`src/rtl/controller.sv`:
```
// -----------------------------------------------------------------------------
// controller -- multi-cycle instruction sequencer for a small 8-bit datapath.
//
// Fetches 16-bit instructions from an external instruction port. It decodes
// each one and drives the register file, the op2 register, the immediate path
// and the ALU through a fixed state sequence:
//   IDLE -> FETCH -> DECODE -> [LD_OP2] -> [EXEC -> WB] -> FETCH ... -> HALT
//
// Instruction word: [15:12] opcode, [11:8] rd, [7:0] imm8, [3:0] rs.
// Register file has 5 entries (r0..r4).
//
// Ports
//   clk, rst          clock (rising edge), asynchronous active-high reset
//   start             leaves IDLE; ignored in every other state
//   pc, instr_req     fetch address / request (request is high in FETCH)
//   instr, instr_valid  fetched word, accepted in FETCH when instr_valid=1
//   r_wf, en_rf       register-file write strobe (1 = write) and enable
//   en_reg            op2 register load
//   en_alu            ALU result register load
//   en_imm, imm       immediate enable and value
//   sel_alu           000 PASS, 001 ADD, 010 SUB, 011 AND, 100 OR
//   sel_rf            register-file address
//   sel_mux           ALU in1 source (1 = immediate, 0 = register file)
//   alu_zero          zero flag of the ALU result, captured in WB
//   alu_out           ALU result, monitor only
//   busy, halted      status: busy outside IDLE/HALT, halted in HALT
//   illegal           sticky illegal-instruction flag
//
// Build option
//   CTRL_ILLEGAL_TRAP_EN  when defined, an illegal instruction halts the
//                         controller and sets illegal (sticky until rst).
//                         When undefined, an illegal instruction executes as a
//                         NOP and illegal is tied to 0.
// -----------------------------------------------------------------------------
module controller (
  input  logic        clk,
  input  logic        rst,
  input  logic        start,
  output logic [7:0]  pc,
  output logic        instr_req,
  input  logic [15:0] instr,
  input  logic        instr_valid,
  output logic        r_wf,
  output logic        en_rf,
  output logic        en_reg,
  output logic        en_alu,
  output logic        en_imm,
  output logic [7:0]  imm,
  output logic [2:0]  sel_alu,
  output logic [3:0]  sel_rf,
  output logic        sel_mux,
  input  logic        alu_zero,
  input  logic [7:0]  alu_out,
  output logic        busy,
  output logic        halted,
  output logic        illegal
);

  typedef enum logic [2:0] {
    S_IDLE, S_FETCH, S_DECODE, S_LD_OP2, S_EXEC, S_WB, S_HALT
  } state_t;

  localparam logic [3:0] OP_NOP  = 4'h0;
  localparam logic [3:0] OP_LDI  = 4'h1;
  localparam logic [3:0] OP_ADD  = 4'h2;
  localparam logic [3:0] OP_SUB  = 4'h3;
  localparam logic [3:0] OP_AND  = 4'h4;
  localparam logic [3:0] OP_OR   = 4'h5;
  localparam logic [3:0] OP_JZ   = 4'h6;
  localparam logic [3:0] OP_JMP  = 4'h7;
  localparam logic [3:0] OP_HALT = 4'hF;

  localparam logic [2:0] ALU_PASS = 3'b000;
  localparam logic [2:0] ALU_ADD  = 3'b001;
  localparam logic [2:0] ALU_SUB  = 3'b010;
  localparam logic [2:0] ALU_AND  = 3'b011;
  localparam logic [2:0] ALU_OR   = 3'b100;

  localparam logic [3:0] REG_MAX = 4'd4;

  // Every datapath-facing output lives in one registered bundle so that a
  // single '0 covers both reset and "nothing named for this state".
  typedef struct packed {
    logic       instr_req;
    logic       r_wf;
    logic       en_rf;
    logic       en_reg;
    logic       en_alu;
    logic       en_imm;
    logic [7:0] imm;
    logic [2:0] sel_alu;
    logic [3:0] sel_rf;
    logic       sel_mux;
    logic       busy;
    logic       halted;
  } ctrl_t;

  state_t      state_q, state_d;
  logic [7:0]  pc_q, pc_d;
  logic [15:0] instr_q, instr_d;
  logic        zflag_q, zflag_d;
  ctrl_t       ctrl_q, ctrl_d;
`ifdef CTRL_ILLEGAL_TRAP_EN
  logic        illegal_q, illegal_d;
`endif

  // alu_out is observation-only; fold it into a sink so it stays connected.
  logic unused_alu_out;
  assign unused_alu_out = ^alu_out;

  // ---------------------------------------------------------------------------
  // Decode of the latched instruction
  // ---------------------------------------------------------------------------
  logic [3:0] op, rd, rs;
  logic [7:0] imm8;
  logic       is_alu, ill;

  assign op   = instr_q[15:12];
  assign rd   = instr_q[11:8];
  assign imm8 = instr_q[7:0];
  assign rs   = instr_q[3:0];

  assign is_alu = (op == OP_ADD) || (op == OP_SUB) || (op == OP_AND) || (op == OP_OR);

  // rd is only a register for LDI and ALU ops; rs only for ALU ops. For jumps
  // the same bits are part of imm8 and must not be range-checked.
  always_comb begin
    ill = 1'b0;
    if (op inside {[4'h8:4'hE]})                   ill = 1'b1;
    if ((op == OP_LDI || is_alu) && rd > REG_MAX)  ill = 1'b1;
    if (is_alu && rs > REG_MAX)                    ill = 1'b1;
  end

  function automatic logic [2:0] alu_sel(input logic [3:0] opc);
    logic [2:0] s;
    case (opc)
      OP_ADD:  s = ALU_ADD;
      OP_SUB:  s = ALU_SUB;
      OP_AND:  s = ALU_AND;
      OP_OR:   s = ALU_OR;
      default: s = ALU_PASS;
    endcase
    return s;
  endfunction

  // ---------------------------------------------------------------------------
  // Next state, then outputs for the state being entered. Outputs are
  // registered, so they are computed from state_d and appear during that state.
  // ---------------------------------------------------------------------------
  always_comb begin
    state_d = state_q;
    pc_d    = pc_q;
    instr_d = instr_q;
    zflag_d = zflag_q;
`ifdef CTRL_ILLEGAL_TRAP_EN
    illegal_d = illegal_q;
`endif

    case (state_q)
      S_IDLE: begin
        if (start) state_d = S_FETCH;
      end
      S_FETCH: begin
        if (instr_valid) begin
          instr_d = instr;
          state_d = S_DECODE;
        end
      end
      S_DECODE: begin
        if (ill) begin
`ifdef CTRL_ILLEGAL_TRAP_EN
          illegal_d = 1'b1;
          state_d   = S_HALT;
`else
          pc_d    = pc_q + 8'd1;
          state_d = S_FETCH;
`endif
        end else begin
          case (op)
            OP_NOP: begin
              pc_d    = pc_q + 8'd1;
              state_d = S_FETCH;
            end
            OP_LDI:                         state_d = S_EXEC;
            OP_ADD, OP_SUB, OP_AND, OP_OR:  state_d = S_LD_OP2;
            OP_JZ: begin
              // zflag_q only changes in WB, so this sees the most recent WB.
              pc_d    = zflag_q ? imm8 : pc_q + 8'd1;
              state_d = S_FETCH;
            end
            OP_JMP: begin
              pc_d    = imm8;
              state_d = S_FETCH;
            end
            OP_HALT:                        state_d = S_HALT;
            default: begin
              pc_d    = pc_q + 8'd1;
              state_d = S_FETCH;
            end
          endcase
        end
      end
      S_LD_OP2: state_d = S_EXEC;
      S_EXEC:   state_d = S_WB;
      S_WB: begin
        zflag_d = alu_zero;
        pc_d    = pc_q + 8'd1;
        state_d = S_FETCH;
      end
      S_HALT:   state_d = S_HALT;
      default:  state_d = S_IDLE;
    endcase

    ctrl_d = '0;
    case (state_d)
      S_FETCH: ctrl_d.instr_req = 1'b1;
      S_LD_OP2: begin
        ctrl_d.sel_rf = rs;
        ctrl_d.en_reg = 1'b1;
      end
      S_EXEC: begin
        ctrl_d.en_alu = 1'b1;
        if (op == OP_LDI) begin
          ctrl_d.sel_mux = 1'b1;
          ctrl_d.en_imm  = 1'b1;
          ctrl_d.imm     = imm8;
          ctrl_d.sel_alu = ALU_PASS;
        end else begin
          ctrl_d.sel_rf  = rd;
          ctrl_d.sel_alu = alu_sel(op);
        end
      end
      S_WB: begin
        ctrl_d.sel_rf = rd;
        ctrl_d.r_wf   = 1'b1;
        ctrl_d.en_rf  = 1'b1;
      end
      S_HALT:  ctrl_d.halted = 1'b1;
      default: ;
    endcase
    ctrl_d.busy = (state_d != S_IDLE) && (state_d != S_HALT);
  end

  always_ff @(posedge clk or posedge rst) begin
    if (rst) begin
      state_q <= S_IDLE;
      pc_q    <= 8'h00;
      instr_q <= 16'h0000;
      zflag_q <= 1'b0;
      ctrl_q  <= '0;
`ifdef CTRL_ILLEGAL_TRAP_EN
      illegal_q <= 1'b0;
`endif
    end else begin
      state_q <= state_d;
      pc_q    <= pc_d;
      instr_q <= instr_d;
      zflag_q <= zflag_d;
      ctrl_q  <= ctrl_d;
`ifdef CTRL_ILLEGAL_TRAP_EN
      illegal_q <= illegal_d;
`endif
    end
  end

  assign pc        = pc_q;
  assign instr_req = ctrl_q.instr_req;
  assign r_wf      = ctrl_q.r_wf;
  assign en_rf     = ctrl_q.en_rf;
  assign en_reg    = ctrl_q.en_reg;
  assign en_alu    = ctrl_q.en_alu;
  assign en_imm    = ctrl_q.en_imm;
  assign imm       = ctrl_q.imm;
  assign sel_alu   = ctrl_q.sel_alu;
  assign sel_rf    = ctrl_q.sel_rf;
  assign sel_mux   = ctrl_q.sel_mux;
  assign busy      = ctrl_q.busy;
  assign halted    = ctrl_q.halted;
`ifdef CTRL_ILLEGAL_TRAP_EN
  assign illegal   = illegal_q;
`else
  assign illegal   = 1'b0;
`endif

endmodule

```
`config.mk`:
```
export PLATFORM = sky130hd
export DESIGN_NAME = controller
export DESIGN_NICKNAME = d
export VERILOG_FILES = /design/src/rtl/controller.sv
export SDC_FILE = /design/constraint.sdc
export NUM_CORES = 1
export LEC_CHECK = 0
export CAP_MARGIN = 40
export CORE_ASPECT_RATIO = 1.1
export CORE_MARGIN = 1.5
export CORE_UTILIZATION = 35
export CTS_CLUSTER_DIAMETER = 50
export CTS_CLUSTER_SIZE = 28
export DETAILED_ROUTE_END_ITERATION = 16
export HOLD_SLACK_MARGIN = 0.15
export SLEW_MARGIN = 20
export SYNTH_ARGS = -nofsm -noshare
export SYNTH_HDL_FRONTEND = slang
export SYNTH_SLANG_ARGS = --single-unit
```
`constraint.sdc`:
```
create_clock -name clk -period 2.73 [get_ports clk]
set_input_delay 0.546 -clock clk [delete_from_list [all_inputs] [get_ports clk]]
set_output_delay 0.546 -clock clk [all_outputs]
set_load 0.05 [all_outputs]
```
# Yosys cells after proc, flatten, opt, wreduce, memory -nomap -nowiden
# Index checks and enable logic that the tools add are counted.
[totals]
ff_bits = 52
latchBits = 0
ram_bits = 0
mem_bits_ro = 0
in_bits = 29
output_inout_bits = 33
word_cells = 81
n_memories = 0
[op_classes]
add_sub_neg = 1
n_mul = 0
div = 0
order_cmp = 4
eq_ne = 21
n_shift = 0
mux = 24
bitwise_logic = 0
n_reduce_logical = 15
[ops]
columns = ["cell", "n"]
rows = [
  ["8-bit case mux with 3 select lines", 1],
  ["3-bit case mux with 7 select lines", 1],
  ["3-bit == test, second input constant", 6],
  ["4-bit by 3-bit == test with 1-bit output, second input constant", 4],
  ["8-bit two-way mux", 2],
  ["8-bit case mux with 2 select lines", 1],
  ["13-bit two-way mux", 1],
  ["3-bit two-way mux", 4],
  ["3-bit case mux with 4 select lines", 1],
  ["4-bit case mux with 3 select lines", 1],
  ["3-bit by 2-bit == test with 1-bit output, second input constant", 3],
  ["9-bit two-way mux", 1],
  ["3-bit case mux with 3 select lines", 1],
  ["8-bit by 1-bit adder with 8-bit output, second input constant", 1],
  ["4-bit by 2-bit == test with 1-bit output, second input constant", 2],
  ["4-bit by 3-bit greater-than comparator with 1-bit output, second input constant", 2],
  ["1-bit two-way mux", 8],
  ["3-bit by 1-bit == test with 1-bit output, second input constant", 2],
  ["3-bit != test, second input constant", 2],
  ["6-bit OR reduction", 1],
  ["4-bit by 1-bit == test with 1-bit output, second input constant", 1],
  ["4-bit == test, second input constant", 1],
  ["4-bit >= comparator, second input constant", 1],
  ["4-bit less-or-equal comparator, second input constant", 1],
  ["9 further kinds", 16],
]

# Logic depth before layout (Yosys ltp)
[logic_depth]
ltp_word = 12
depth_mapped = 8
ltp_nobuf = 6

# Worst setup path after synthesis
# OpenSTA, ideal clock, no wires.
[synth_path]
path_kind = "reg2reg"
start = "register instr_q[13]"
end = "register ctrl_q (netlist bit sel_rf[0])"
setup_time_ps = 121
t_arrival_ps = 1617
required_time_ps = 2609
setup_slack_ps = 992
path_stages_with_launch = 7
n_path_buf = 0
synth_period_minus_slack_ps = 1738
cell_sequence = "dfrtp_1 -> or3_4 -> o31ai_4 -> and2_4 -> o22ai_4 -> and2_4 -> a22o_1"
[synth_lines]
columns = ["element", "line_no", "rtl"]
rows = [
  ["start, declared", "100", "logic [15:0] instr_q, instr_d;"],
  ["start signal, assigned", "257", "instr_q <= instr_d;"],
  ["end signal, assigned", "259", "ctrl_q <= ctrl_d;"],
  ["end, declared", "102", "ctrl_t ctrl_q, ctrl_d;"],
]

# Worst setup path after layout
[layout_path]
start = "register pc_q[3], in the netlist pc[3]"
end = "output pc[3]"
[layout_lines]
columns = ["element", "line_no", "rtl"]
rows = [
  ["start, declared", "99", "logic [7:0] pc_q, pc_d;"],
  ["start signal, assigned", "256", "pc_q <= pc_d;"],
  ["end, declared", "39", "output logic [7:0] pc,"],
]
# No word-level cell between the ends.

==> results.md <==
- Largest net degree at the start of global routing: 51
- GR Util All Layers: ~15%
- Area of the multi-input gates: ~1000 um^2
- Global-route wire length before repair: 7770 um
- Max-cap viol count: 0
- Post-synthesis cell count: about 210
- Combinational share of power: 48.5%
- CTS tree: built
- RSZ-0062 raised after global routing: no
- Pins Over Slew Limit: 0
- Port Buffers: 52
- Std-Cell Rows: 30
- Fin nets: 293
- Internal reg-to-reg setup slack: roughly 0.65 ns
- Dpl ws: ~0.46 ns
- Die width: 80.7 um
- Post-DR wirelength/cell: ~13 um
- Final Hold Viols: 0
- Clock Tree Buf Depth: 2
- Post-CTS Hold Buffers: 0
- Post-CTS Setup Repair Bufs: 0
- Clock skew: 0.00977 ns
- Post-Syn Area: ~2300 um^2
- Clock Pin Slew Worst Setup and Hold Paths: about 0.090 ns
- # diodes: 0
- Critical Path, Cell by Cell: clkdlybuf4s50_1
- Final min period: around 2.1 ns
- Pwr Density: 1160 nW/um^2
- CP bufs+invs: 1
- Die Ht: roughly 90 um
- Initial antenna violation count: 0
- Via count: 1715
- FMAX: around 470 MHz
- Critical Path Fanout Max: 7
- Post-synthesis adder-cell area fraction: less than 1%
- Flops & latches, synth: 50
- Switching power: 0.00156 W
- Post-CTS Resized: 0
- Clock power share: about 13%
- CP max-delay cell: clkdlybuf4s50_1
- Final hold slack: about 0.5 ns
- Hpwl dp: between 3000 and 4000 um
- DRT Pass-1 Iters: 5
- Share of power burned in registers: approximately two fifths
- Setup crit end kind: primary output
- Leading cell types by total area after synthesis: dfrtp_1, mux2_2, a21oi_1
- Tightest Pin Transition: roughly 0.7 ns
- Final Setup Violations: 0
- Switching share of total power: between 40% and 50%
- Fillcell total: a little over 600
- Asr flop ratio synth: 100%
- Post-Syn Area per Cell: about 11 um^2
- Primary FF master, synth: dfrtp_1
- CP Data Arrival Time: between 1.5 and 2 ns
- Root Buffer: clkbuf_8
- Top delay family on crit path: buffers and inverters
- Core Area: ~6300 um^2
- Area leader, netlist: dfrtp_1
- Final Cell Area: between 2000 and 3000 um^2
- Leak: between 1 and 1.5 nW
- Worst path required time: 2.18 ns
- Overall power: about 0.0035 W
- Grt ovf: 0
- CTS Buf Count: 5
- Layout area overhead: 28.8%
- Clock latency on the worst-skew pair: around 0.3 ns
- DRC viols: 0
- Synth Area in Simple Gates: between 10% and 20%
- Number of flip-flops in the largest register: 16
- FF+latch area: between 1000 and 1500 um^2
- Status: complete, no violations
- Worst slew margin: a little over half
- Cell with the most instances after synthesis: dfrtp_1
- Post-synthesis compound-gate area fraction: between 10% and 20%
- Largest family of logic cells by synthesized area: simple AND/OR/NAND/NOR gates
- Most flop-heavy register: instr_q
- Routability cong.: 0.795
- Fin worst setup slack: between 0.5 and 0.6 ns
- EDFF count, synth: 0
- Yosys top cell area share: between 50% and 60%
- Die ar.: 7140 um^2
- Crit Path Class: register to primary output
- Synth cell count leaders: dfrtp_1, a21oi_1, nand2_1, mux2_2, nor2_1
- Mux share of post-synthesis cell area: under 10%
- CTS sink count: 50
- Largest stage delay, worst path: 0.85 ns
- Worst VDD drop: 0.520 mV
- Syn nets: 243
- Starting Density: a little under two fifths
- Ports: between 60 and 70
- Total internal power: 0.00191 W
- Synth Warn #: 0
- Post-Route WL: roughly 4600 um
- Initial drt markers: 74
- Startpoint types: register
- Min-delay worst type: register to register
- Xor and xnor area share after synthesis: less than 1%
- Post-synthesis sequential area ratio: between 50% and 60%
- Setup tns final: 0 ns
- Share of layout cells above drive strength 1: 15.2%
- H-tree depth: 2
- Synth unique cells: 45
- Area post-placement: just under 3000 um^2
- Vias per cell: approximately 5.0
- Remaining antenna violation count: 0
- Tcrit/Tclk final: roughly 79%
- Vias in the first global route: 1659
path summary, 6_finish.rpt:
| check | start | endpoint | cells after the start |
|---|---|---|---|
| max | pc[3] | pc[3] | 1 |
| min | instr_q[7] | imm[7] | 1 |
| max reg2reg | instr_q[13] | imm[2] | 5 |
| min reg2reg | instr_q[7] | imm[7] | 1 |
| max in group asynchronous | rst | instr_q[12] | 3 |
| min in group asynchronous | rst | en_alu | 3 |
kinds of logic (layout without fill, tap and decap cells):
kind of cell	count (synthesis)	after routing
AND/OR/NAND/NOR	79	79
flip-flops	50	50
AO/OA/AOI/OAI	46	46
buffers and inverters	19	70
multiplexers	15	15
XOR/XNOR	2	2
adder cells (fa/ha/maj)	1	1
other	1	1
cell type report:
type / instances / share of cell area (%)
multi-input cells: 144 / 32.6
repair buffers: 55 / 18.2
flip-flops and latches: 50 / 41.8
well taps: 80 / 3.35
clock inverters: 2 / 0.418
clock buffers: 6 / 2.76
inverters: 7 / 0.878
metal layers:
metal,global-route usage (%),vias to the layer above,wire [um]
met4,5.80,0,77
met2,24.1,51,2180
li1,-,843,-
met5,0,-,0
met3,3.61,6,255
met1,18.2,815,2120
stage by stage:
stage | utilization (%) | std cells
final | 47.4 | 344
after global routing | 47.4 | 344
after CTS | 47.4 | 344
after detailed placement | 45.9 | 336
after global placement | 45.9 | 336
after floorplan | - | 213
placed cells by master, fill, tap and decap left out, types with 4 or more instances in the layout:
cell / Yosys / final
a21oi_1: 18 / 18
and2_1: 9 / 9
and3_1: 7 / 7
clkbuf_8: 0 / 6
clkdlybuf4s50_1: 0 / 52
dfrtp_1: 50 / 50
inv_1: 7 / 6
mux2_2: 14 / 14
nand2_1: 18 / 18
nand3_1: 11 / 11
nor2_1: 13 / 13
nor3_1: 4 / 4
o21ai_0: 8 / 8
power by group through the flow:
stage | sequential, W | combinational (W) | clock, W
after floorplan | 0.00158 | 0.00101 | 0
after CTS | 0.00135 | 0.00170 | 0.000464
after global routing | 0.00140 | 0.00184 | 0.000497
final | 0.00135 | 0.00169 | 0.000439
after global placement | 0.00136 | 0.00169 | 0
after detailed placement | 0.00136 | 0.00170 | 0
Note: power is estimated with default switching activity, not from simulation.
